$ cat src/rtl/mem_wb_pkg.sv
// Shared constants for the MEM/WB pipeline register: write-back source
// encodings and RISC-V load funct3 codes.
package mem_wb_pkg;

  localparam int unsigned WB_SEL_BITWIDTH = 2;
  localparam int unsigned FUNCT3_BITWIDTH = 3;

  localparam logic [WB_SEL_BITWIDTH-1:0] WB_SEL_ALU = 2'b00;
  localparam logic [WB_SEL_BITWIDTH-1:0] WB_SEL_MEM = 2'b01;
  localparam logic [WB_SEL_BITWIDTH-1:0] WB_SEL_PC4 = 2'b10;

  localparam logic [FUNCT3_BITWIDTH-1:0] F3_LB  = 3'b000;
  localparam logic [FUNCT3_BITWIDTH-1:0] F3_LH  = 3'b001;
  localparam logic [FUNCT3_BITWIDTH-1:0] F3_LBU = 3'b100;
  localparam logic [FUNCT3_BITWIDTH-1:0] F3_LHU = 3'b101;

endpackage

$ cat src/rtl/load_align.sv
// Combinational load data alignment: picks the addressed byte/half from the
// low 32 bits of the read word and sign- or zero-extends it to the word width.
module load_align
  import mem_wb_pkg::*;
#(
  parameter int unsigned WORD_BITWIDTH = 32
) (
  input  logic [FUNCT3_BITWIDTH-1:0] funct3_i,
  input  logic [1:0]                 addr_low_i,
  input  logic [WORD_BITWIDTH-1:0]   rdata_i,
  output logic [WORD_BITWIDTH-1:0]   aligned_c
);

  localparam int unsigned BYTE_PAD = WORD_BITWIDTH - 8;
  localparam int unsigned HALF_PAD = WORD_BITWIDTH - 16;

  logic [7:0]  byte_c;
  logic [15:0] half_c;

  always_comb begin
    byte_c = rdata_i[7:0];
    case (addr_low_i)
      2'd1:    byte_c = rdata_i[15:8];
      2'd2:    byte_c = rdata_i[23:16];
      2'd3:    byte_c = rdata_i[31:24];
      default: byte_c = rdata_i[7:0];
    endcase
    half_c = addr_low_i[1] ? rdata_i[31:16] : rdata_i[15:0];
  end

  always_comb begin
    aligned_c = rdata_i;
    case (funct3_i)
      F3_LB:   aligned_c = {{BYTE_PAD{byte_c[7]}}, byte_c};
      F3_LBU:  aligned_c = {{BYTE_PAD{1'b0}}, byte_c};
      F3_LH:   aligned_c = {{HALF_PAD{half_c[15]}}, half_c};
      F3_LHU:  aligned_c = {{HALF_PAD{1'b0}}, half_c};
      default: aligned_c = rdata_i;
    endcase
  end

endmodule

$ cat src/rtl/mem_wb_pipe.sv
// MEM/WB pipeline register with write-back mux, x0 write suppression and a
// retire counter. Define MEM_WB_LOAD_ALIGN_EN to align sub-word load data.
module mem_wb_pipe
  import mem_wb_pkg::*;
#(
  parameter int unsigned WORD_BITWIDTH    = 32,
  parameter int unsigned REG_NUM_BITWIDTH = 5,
  parameter int unsigned CNT_BITWIDTH     = 32
) (
  input  logic                        clk,
  input  logic                        rst,
  input  logic                        stall,
  input  logic                        flush,
  input  logic                        in_valid,
  input  logic                        in_regWrite,
  input  logic [WB_SEL_BITWIDTH-1:0]  in_wbSel,
  input  logic [FUNCT3_BITWIDTH-1:0]  in_loadFunct3,
  input  logic [1:0]                  in_addrLow,
  input  logic [WORD_BITWIDTH-1:0]    in_ALUresult,
  input  logic [WORD_BITWIDTH-1:0]    in_memReadData,
  input  logic [WORD_BITWIDTH-1:0]    in_pcPlus4,
  input  logic [REG_NUM_BITWIDTH-1:0] in_regToWrite,
  output logic                        wb_valid,
  output logic                        wb_regWrite,
  output logic [REG_NUM_BITWIDTH-1:0] wb_regToWrite,
  output logic [WORD_BITWIDTH-1:0]    wb_regWriteData,
  output logic [CNT_BITWIDTH-1:0]     wb_retireCount
);

  logic [WORD_BITWIDTH-1:0] mem_src_c;

`ifdef MEM_WB_LOAD_ALIGN_EN
  load_align #(
    .WORD_BITWIDTH (WORD_BITWIDTH)
  ) u_load_align (
    .funct3_i   (in_loadFunct3),
    .addr_low_i (in_addrLow),
    .rdata_i    (in_memReadData),
    .aligned_c  (mem_src_c)
  );
`else
  logic unused_align_inputs;
  assign unused_align_inputs = ^{in_loadFunct3, in_addrLow};
  assign mem_src_c = in_memReadData;
`endif

  logic                        valid_q,     valid_d;
  logic                        reg_write_q, reg_write_d;
  logic [REG_NUM_BITWIDTH-1:0] rd_q,        rd_d;
  logic [WORD_BITWIDTH-1:0]    data_q,      data_d;
  logic [CNT_BITWIDTH-1:0]     cnt_q,       cnt_d;

  // Next-state values for a normal load; stall/flush/reset are applied in the register.
  always_comb begin
    valid_d     = in_valid;
    reg_write_d = in_valid & in_regWrite & (in_regToWrite != '0);
    rd_d        = in_regToWrite;
    cnt_d       = in_valid ? cnt_q + CNT_BITWIDTH'(1) : cnt_q;
    case (in_wbSel)
      WB_SEL_MEM: data_d = mem_src_c;
      WB_SEL_PC4: data_d = in_pcPlus4;
      default:    data_d = in_ALUresult;
    endcase
  end

  // Priority rst > flush > stall > load; flush keeps the retire count.
  always_ff @(posedge clk) begin
    if (rst) begin
      valid_q     <= 1'b0;
      reg_write_q <= 1'b0;
      rd_q        <= '0;
      data_q      <= '0;
      cnt_q       <= '0;
    end else if (flush) begin
      valid_q     <= 1'b0;
      reg_write_q <= 1'b0;
      rd_q        <= '0;
      data_q      <= '0;
    end else if (!stall) begin
      valid_q     <= valid_d;
      reg_write_q <= reg_write_d;
      rd_q        <= rd_d;
      data_q      <= data_d;
      cnt_q       <= cnt_d;
    end
  end

  assign wb_valid        = valid_q;
  assign wb_regWrite     = reg_write_q;
  assign wb_regToWrite   = rd_q;
  assign wb_regWriteData = data_q;
  assign wb_retireCount  = cnt_q;

endmodule

$ cat config.mk
export PLATFORM = sky130hd
export DESIGN_NAME = mem_wb_pipe
export DESIGN_NICKNAME = d
export VERILOG_FILES = /design/src/rtl/mem_wb_pkg.sv /design/src/rtl/load_align.sv /design/src/rtl/mem_wb_pipe.sv
export SDC_FILE = /design/constraint.sdc
export NUM_CORES = 1
export LEC_CHECK = 0
export CAP_MARGIN = 15
export CORE_MARGIN = 5
export CORE_UTILIZATION = 42
export CTS_CLUSTER_SIZE = 40
export DETAILED_ROUTE_END_ITERATION = 10
export PLACE_DENSITY_LB_ADDON = 0.25
export SYNTH_ARGS = -nofsm -noshare
export SYNTH_HDL_FRONTEND = slang
export SYNTH_SLANG_ARGS = --single-unit
$ cat constraint.sdc
create_clock -name clk -period 6.1 [get_ports clk]
set_input_delay 0.915 -clock clk [delete_from_list [all_inputs] [get_ports clk]]
set_output_delay 0.915 -clock clk [all_outputs]
set_load 0.01 [all_outputs]
==> results.tsv, run 1 <==
metric	value	unit
status	finished clean	
worst skew pair latency	330	ps
Post-synth EDFFs	0	
final WL	11.1	mm
Clock transition at path regs	70	ps
Max Slew Vio Count	0	
drt pass-1 iters	4	
setup TNS	0	ps
share of flip-flops with an asynchronous set or reset	0	%
Yosys top cell area share	41.2	%
maxcap violations	0	
Post-Layout Cell Count	695	
initial antenna violation count	0	
fillers	676	
Port Buffers	179	
Post-Synth Simple-Gate Area	28.6	%
fmax	310	MHz
die height	101	um
Initial Util	42.6	%
top post-synthesis cells by area	dfxtp_1 41%, a221oi_1 8.1%, a21oi_1 8.0%	
final period utilization	52.9	%
Longest Clk Path Bufs	2	
multiplexer area fraction after synthesis	1.78	%
slowest CP cell	or4_1	
Primary FF master, synth	dfxtp_1	
CP cell instances	buf_2 > buf_4 > or3b_1 > or4_1 > or4_1 > a21oi_1	
synthesized area per cell	8.08	um^2
Hold Path Class	reg -> reg	
crit path kind	in -> reg	
largest net degree at the start of global routing	76	
hold_buf cts	0	
CTS tree	built	
CTS root buf	clkbuf_8	
Final HPWL DP	8.12	mm
CTS Buf Count	9	
Synth Register Bits	71	
Synth top cells by count	71 x dfxtp_1, 55 x a21oi_1, 49 x nor2_1	
Synth cell types	31	
post-cts repair resize count	0	
Routed Antenna Nets	0	
n_diodes	0	
worst-margin pin slew	1020	ps
synth warn	0	
Worst EP arrival	3490	ps
Setup Skew	6.11	ps
Worst VDD drop	0.000108	V
via count	3810	
largest family of logic cells by synthesized area	simple AND/OR/NAND/NOR gates	
startpoint type of the worst setup path	input port	
Fin. Hold Viols	0	
Worst EP required	6360	ps
Area Growth Syn to Fin	59.4	%
GP Congestion	0.815	
final total power	1.11	mW
# rows	33	
Cell Area, Placed	0.00525	mm^2
CTS H-tree depth	3	
Rel. slew slack	31.8	%
DRC	0	
Hold Slack	477	ps
post-synthesis cell count	427	
first-pass GRT wire length	17.7	mm
LEAKAGE	1.84	nW
DRT iter0 DRCs	102	
Synth Area in Compound Gates	19.9	%
pwr/cell area	202	mW/mm^2
post-route minimum period	3230	ps
total grt overflow	0	
biggest area consumer among synthesized cells	dfxtp_1	
Final Cell Area	0.00550	mm^2
Syn Nets	544	
gr usage total	21.8	%
Layout Utilization	67.9	%
floorplan die width	101	um
number of global-route vias before repair	3771	
Syn Std Cell Area	0.00345	mm^2
Synth Area in XOR/XNOR	2.54	%
crit end category	flip-flop	
most common cell in the netlist	dfxtp_1	
critical path's most frequent cell	or4_1	
Crit Path Max Fanout	75	
sequential area share after synthesis	41.2	%
Worst path max stage delay	830	ps
dpl cells	679	
# IOs	185	
layout cells sized above 1	3.90	%
RSZ-0062 raised after global routing	no	
Place WS	2570	ps
final setup vio count	0	
Final nets	703	
Core Region	0.00809	mm^2
clock sink count	71	
smallest setup slack after layout	2870	ps
number of post-CTS setup repair buffers	0	
drt wl/cell	15.9	um
adder-cell share of the synthesized area	1.09	%
Total Die Area	0.0101	mm^2
Vias/cell	5.48	
-- cells by family after synthesis --
kind of cell    after synthesis
simple gates                186
compound gates              108
flops                        71
buf+inv                      43
xor+xnor                     10
mux                           6
fa+ha+maj                     3
-- worst max-delay path: cells and delay by family --
family,cells,cell delay (ps)
AND/OR/NAND/NOR,3,1950
buffers and inverters,2,430
AO/OA/AOI/OAI,1,170
-- final timing paths --
path	slack, ps	start	endpoint	cells past startpoint
min	480	wb_regWrite	wb_regWrite	2
max	2870	stall	wb_retireCount[30]	6
min reg2reg	480	wb_regWrite	wb_regWrite	2
max reg2reg	3690	wb_retireCount[0]	wb_retireCount[30]	5
-- cell usage in the layout, fill, tap and decap left out, drive strengths merged --
| cell | n |
|---|---|
| or3b | 1 |
| mux2i | 5 |
| mux2 | 1 |
| ha | 3 |
| nand4 | 8 |
| o211ai | 1 |
| or2 | 1 |
| nor2 | 49 |
| bufinv | 2 |
| or4 | 12 |
| nor4 | 5 |
| inv | 7 |
| nor2b | 34 |
| and3 | 1 |
| or3 | 11 |
| clkinv | 1 |
| dfxtp | 71 |
| xor2 | 2 |
| nand2 | 14 |
| o31ai | 9 |
| nor3b | 1 |
| clkdlybuf4s50 | 178 |
| a21oi | 55 |
| xnor2 | 8 |
| nand4b | 2 |
| o21ai | 11 |
| clkbuf | 12 |
| nor3 | 34 |
| and4 | 4 |
| a221oi | 32 |
| nand3 | 9 |
| buf | 6 |
-- report_power, final --
group	switching, mW	leakage (nW)	internal, mW
combinational	0.0812	1.15	0.118
clock	0.168	0.118	0.261
sequential	0.00646	0.575	0.474
total	0.256	1.84	0.853
-- metal layers --
metal,global-route usage (%),vias to the layer above,share of wire [%]
met2,35.2,168,48
met5,0,-,0
li1,-,1886,-
met1,25.6,1738,38
met3,9.20,18,11
met4,7.98,0,2.6
-- registers in the layout, summed over array words and instances (netlist names) --
name             cells
wb_regWriteData     32
wb_regWrite          1
wb_valid             1
wb_retireCount      32
wb_regToWrite        5
-- layout make-up --
cell class | instances | area, um^2 | area share, %
multi-input combinational | 313 | 1860 | 33.8
timing repair buffer | 184 | 1830 | 33.3
sequential | 71 | 1420 | 25.8
clock buffer | 12 | 165 | 3.00
tap | 105 | 131 | 2.39
clock inverter | 3 | 65.1 | 1.18
inverter | 7 | 26.3 | 0.478
Note: power is estimated with default switching activity, not from simulation.
==> run 2: changes to the inputs <==
- CORE_UTILIZATION: 42 -> 36
- clock period: 6.1 -> 2.65 ns (I/O delays scaled with it)
==> run 2 against run 1 <==
Compared with the run above:
- die area grew 15%
- global-route usage fell by 2.5 points
- core utilization decreased by 7.5 points
- final cell count increased by 4.6%
- via count decreased by 0.13%
- combinational power grew 130%
- worst setup slack worse by 2500 ps
- critical endpoint is now wb_retireCount[15]
==> results.tsv, run 2 (same netlist as run 1, synthesis figures left out) <==
metric	value	unit	change
status	finished clean		
layout cells sized above 1	5.18	%	+1.3 points
Total Die Area	0.0116	mm^2	+15%
Worst EP required	2920	ps	-3440 ps
hold_buf cts	0		unchanged
CTS tree	built		
# rows	35		+6.1%
crit end category	flip-flop		
Port Buffers	179		unchanged
Int Pwr	2.05	mW	+140%
clock sink count	71		unchanged
Comb pwr share	17.6	%	-0.4 points
Crit Path Max Fanout	13		-83%
DRT iter0 DRCs	126		+24%
fillers	880		+30%
post-cts repair resize count	0		unchanged
startpoint type of the worst setup path	flip-flop		
post-route minimum period	2290	ps	
Rel. slew slack	48.5	%	+17 points
commonest non-fill, non-tap cell in the layout	clkdlybuf4s50_1		
CTS root buf	clkbuf_8		
drt pass-1 iters	4		unchanged
Routed Antenna Nets	0		unchanged
maxcap violations	0		unchanged
via count	3805		-0.13%
total grt overflow	0		unchanged
number of global-route vias before repair	3838		+1.8%
family with the most delay on the worst path	simple AND/OR/NAND/NOR gates		
dpl cells	711		+4.7%
Final nets	710		+1.0%
# IOs	185		unchanged
Hold Path Class	reg -> reg		
final setup vio count	0		unchanged
largest net degree at the start of global routing	73		-3.9%
Worst Path Buf+Inv	1		-1
Final HPWL DP	8.39	mm	+3.4%
Vias/cell	5.23		-4.5%
CTS Buf Count	9		unchanged
DRC	0		unchanged
fmax	438	MHz	
die height	108	um	+7.2%
CTS H-tree depth	3		unchanged
RSZ-0062 raised after global routing	no		
slowest CP cell	or4_1		
gr usage total	19.2	%	-2.5 points
Worst EP arrival	2550	ps	-940 ps
Worst VDD drop	0.000266	V	+150%
Post-Layout Cell Count	727		+4.6%
Seq pwr share	41.6	%	-1.7 points
initial antenna violation count	0		unchanged
Area Growth Syn to Fin	62.6	%	
drt wl/cell	15.5	um	-2.6%
pwr/cell area	472	mW/mm^2	+130%
clock power share	40.8	%	+2.1 points
Clock transition at path regs	90	ps	+20 ps
most frequent cells in the layout	178 x clkdlybuf4s50_1, 71 x dfxtp_1, 55 x a21oi_1		
final period utilization	86.2	%	
Fin. Hold Viols	0		unchanged
n_diodes	0		unchanged
sw frac	22.8	%	-0.25 points
Worst path max stage delay	800	ps	-30 ps
GP Congestion	0.785		-3.7%
Setup Skew	14.6	ps	+8.52 ps
Longest Clk Path Bufs	2		unchanged
worst skew pair latency	330	ps	about the same
setup TNS	0	ps	unchanged
first-pass GRT wire length	18.1	mm	+2.7%
number of post-CTS setup repair buffers	0		unchanged
sw power	605	uW	+140%
crit path kind	reg -> reg		
LEAKAGE	1.89	nW	+2.6%
floorplan die width	108	um	+7.2%
worst-margin pin slew	772	ps	-251 ps
Initial Util	37.2	%	-5.5 points
Core Region	0.00928	mm^2	+15%
Max Slew Vio Count	0		unchanged
final WL	11.3	mm	+1.9%
CP cell instances	nand4_1 > or4_1 > buf_4 > or3_1 > a21oi_1		
-- run 2: cell types whose count changed in the layout (fill, tap and decap cells not counted) --
cell | previous run | this run
buf_12 | 0 | 1
clkinv_4 | 0 | 1
buf_4 | 4 | 11
buf_8 | 1 | 0
clkbuf_8 | 12 | 11
bufinv_16 | 2 | 3
-- run 2: stage by stage --
stage          area (um^2)  util, %  worst slack (ps)  power (mW)  hold WS, ps
6_report              5610     60.4               365        2.65          466
5_1_grt               5610     60.4               206        2.77          509
4_1_cts               5610     60.4               379        2.69          464
3_5_place_dp          5360     57.7              45.4        1.60          457
3_3_place_gp          5360     57.7              83.1        1.59          450
2_1_floorplan         3450        -               589        1.34          486
-- run 2: power groups by stage --
stage | clock network (mW) | logic (mW) | registers (mW)
global placement | 0 | 0.461 | 1.13
detailed placement | 0 | 0.469 | 1.13
finish | 1.08 | 0.465 | 1.10
CTS | 1.11 | 0.471 | 1.10
floorplan | 0 | 0.196 | 1.14
global route | 1.15 | 0.511 | 1.11
-- run 2: worst paths after layout --
kind                          start                 end  slack, ps  cells after the start
hold reg to reg         wb_regWrite         wb_regWrite        470                      2
setup reg to reg  wb_retireCount[4]  wb_retireCount[15]        360                      5
setup / recovery  wb_retireCount[4]  wb_retireCount[15]        360                      5
hold / removal          wb_regWrite         wb_regWrite        470                      2
-- run 2: worst register-to-register path, stage by stage, from the launching register on --
cell and delay [ps]:
dfxtp_1 470, nand4_1 230, or4_1 800, buf_4 260, or3_1 300, a21oi_1 150
-- run 2: area by class of cell --
cell class | instances | area [um^2] | area share (%)
clock buffer | 11 | 151 | 2.70
clock inverter | 5 | 104 | 1.85
inverter | 7 | 26.3 | 0.468
multi-input combinational | 313 | 1860 | 33.1
sequential | 71 | 1420 | 25.3
tap | 129 | 161 | 2.88
timing repair buffer | 191 | 1890 | 33.7
-- run 2: metal layers --
| layer | track usage, % | share of wire, % | up-vias |
|---|---|---|---|
| met4 | 5.14 | 1.2 | 0 |
| li1 | - | - | 1903 |
| met3 | 7.44 | 9.5 | 13 |
| met2 | 35.0 | 51 | 145 |
| met5 | 0 | 0 | - |
| met1 | 20.7 | 38 | 1744 |
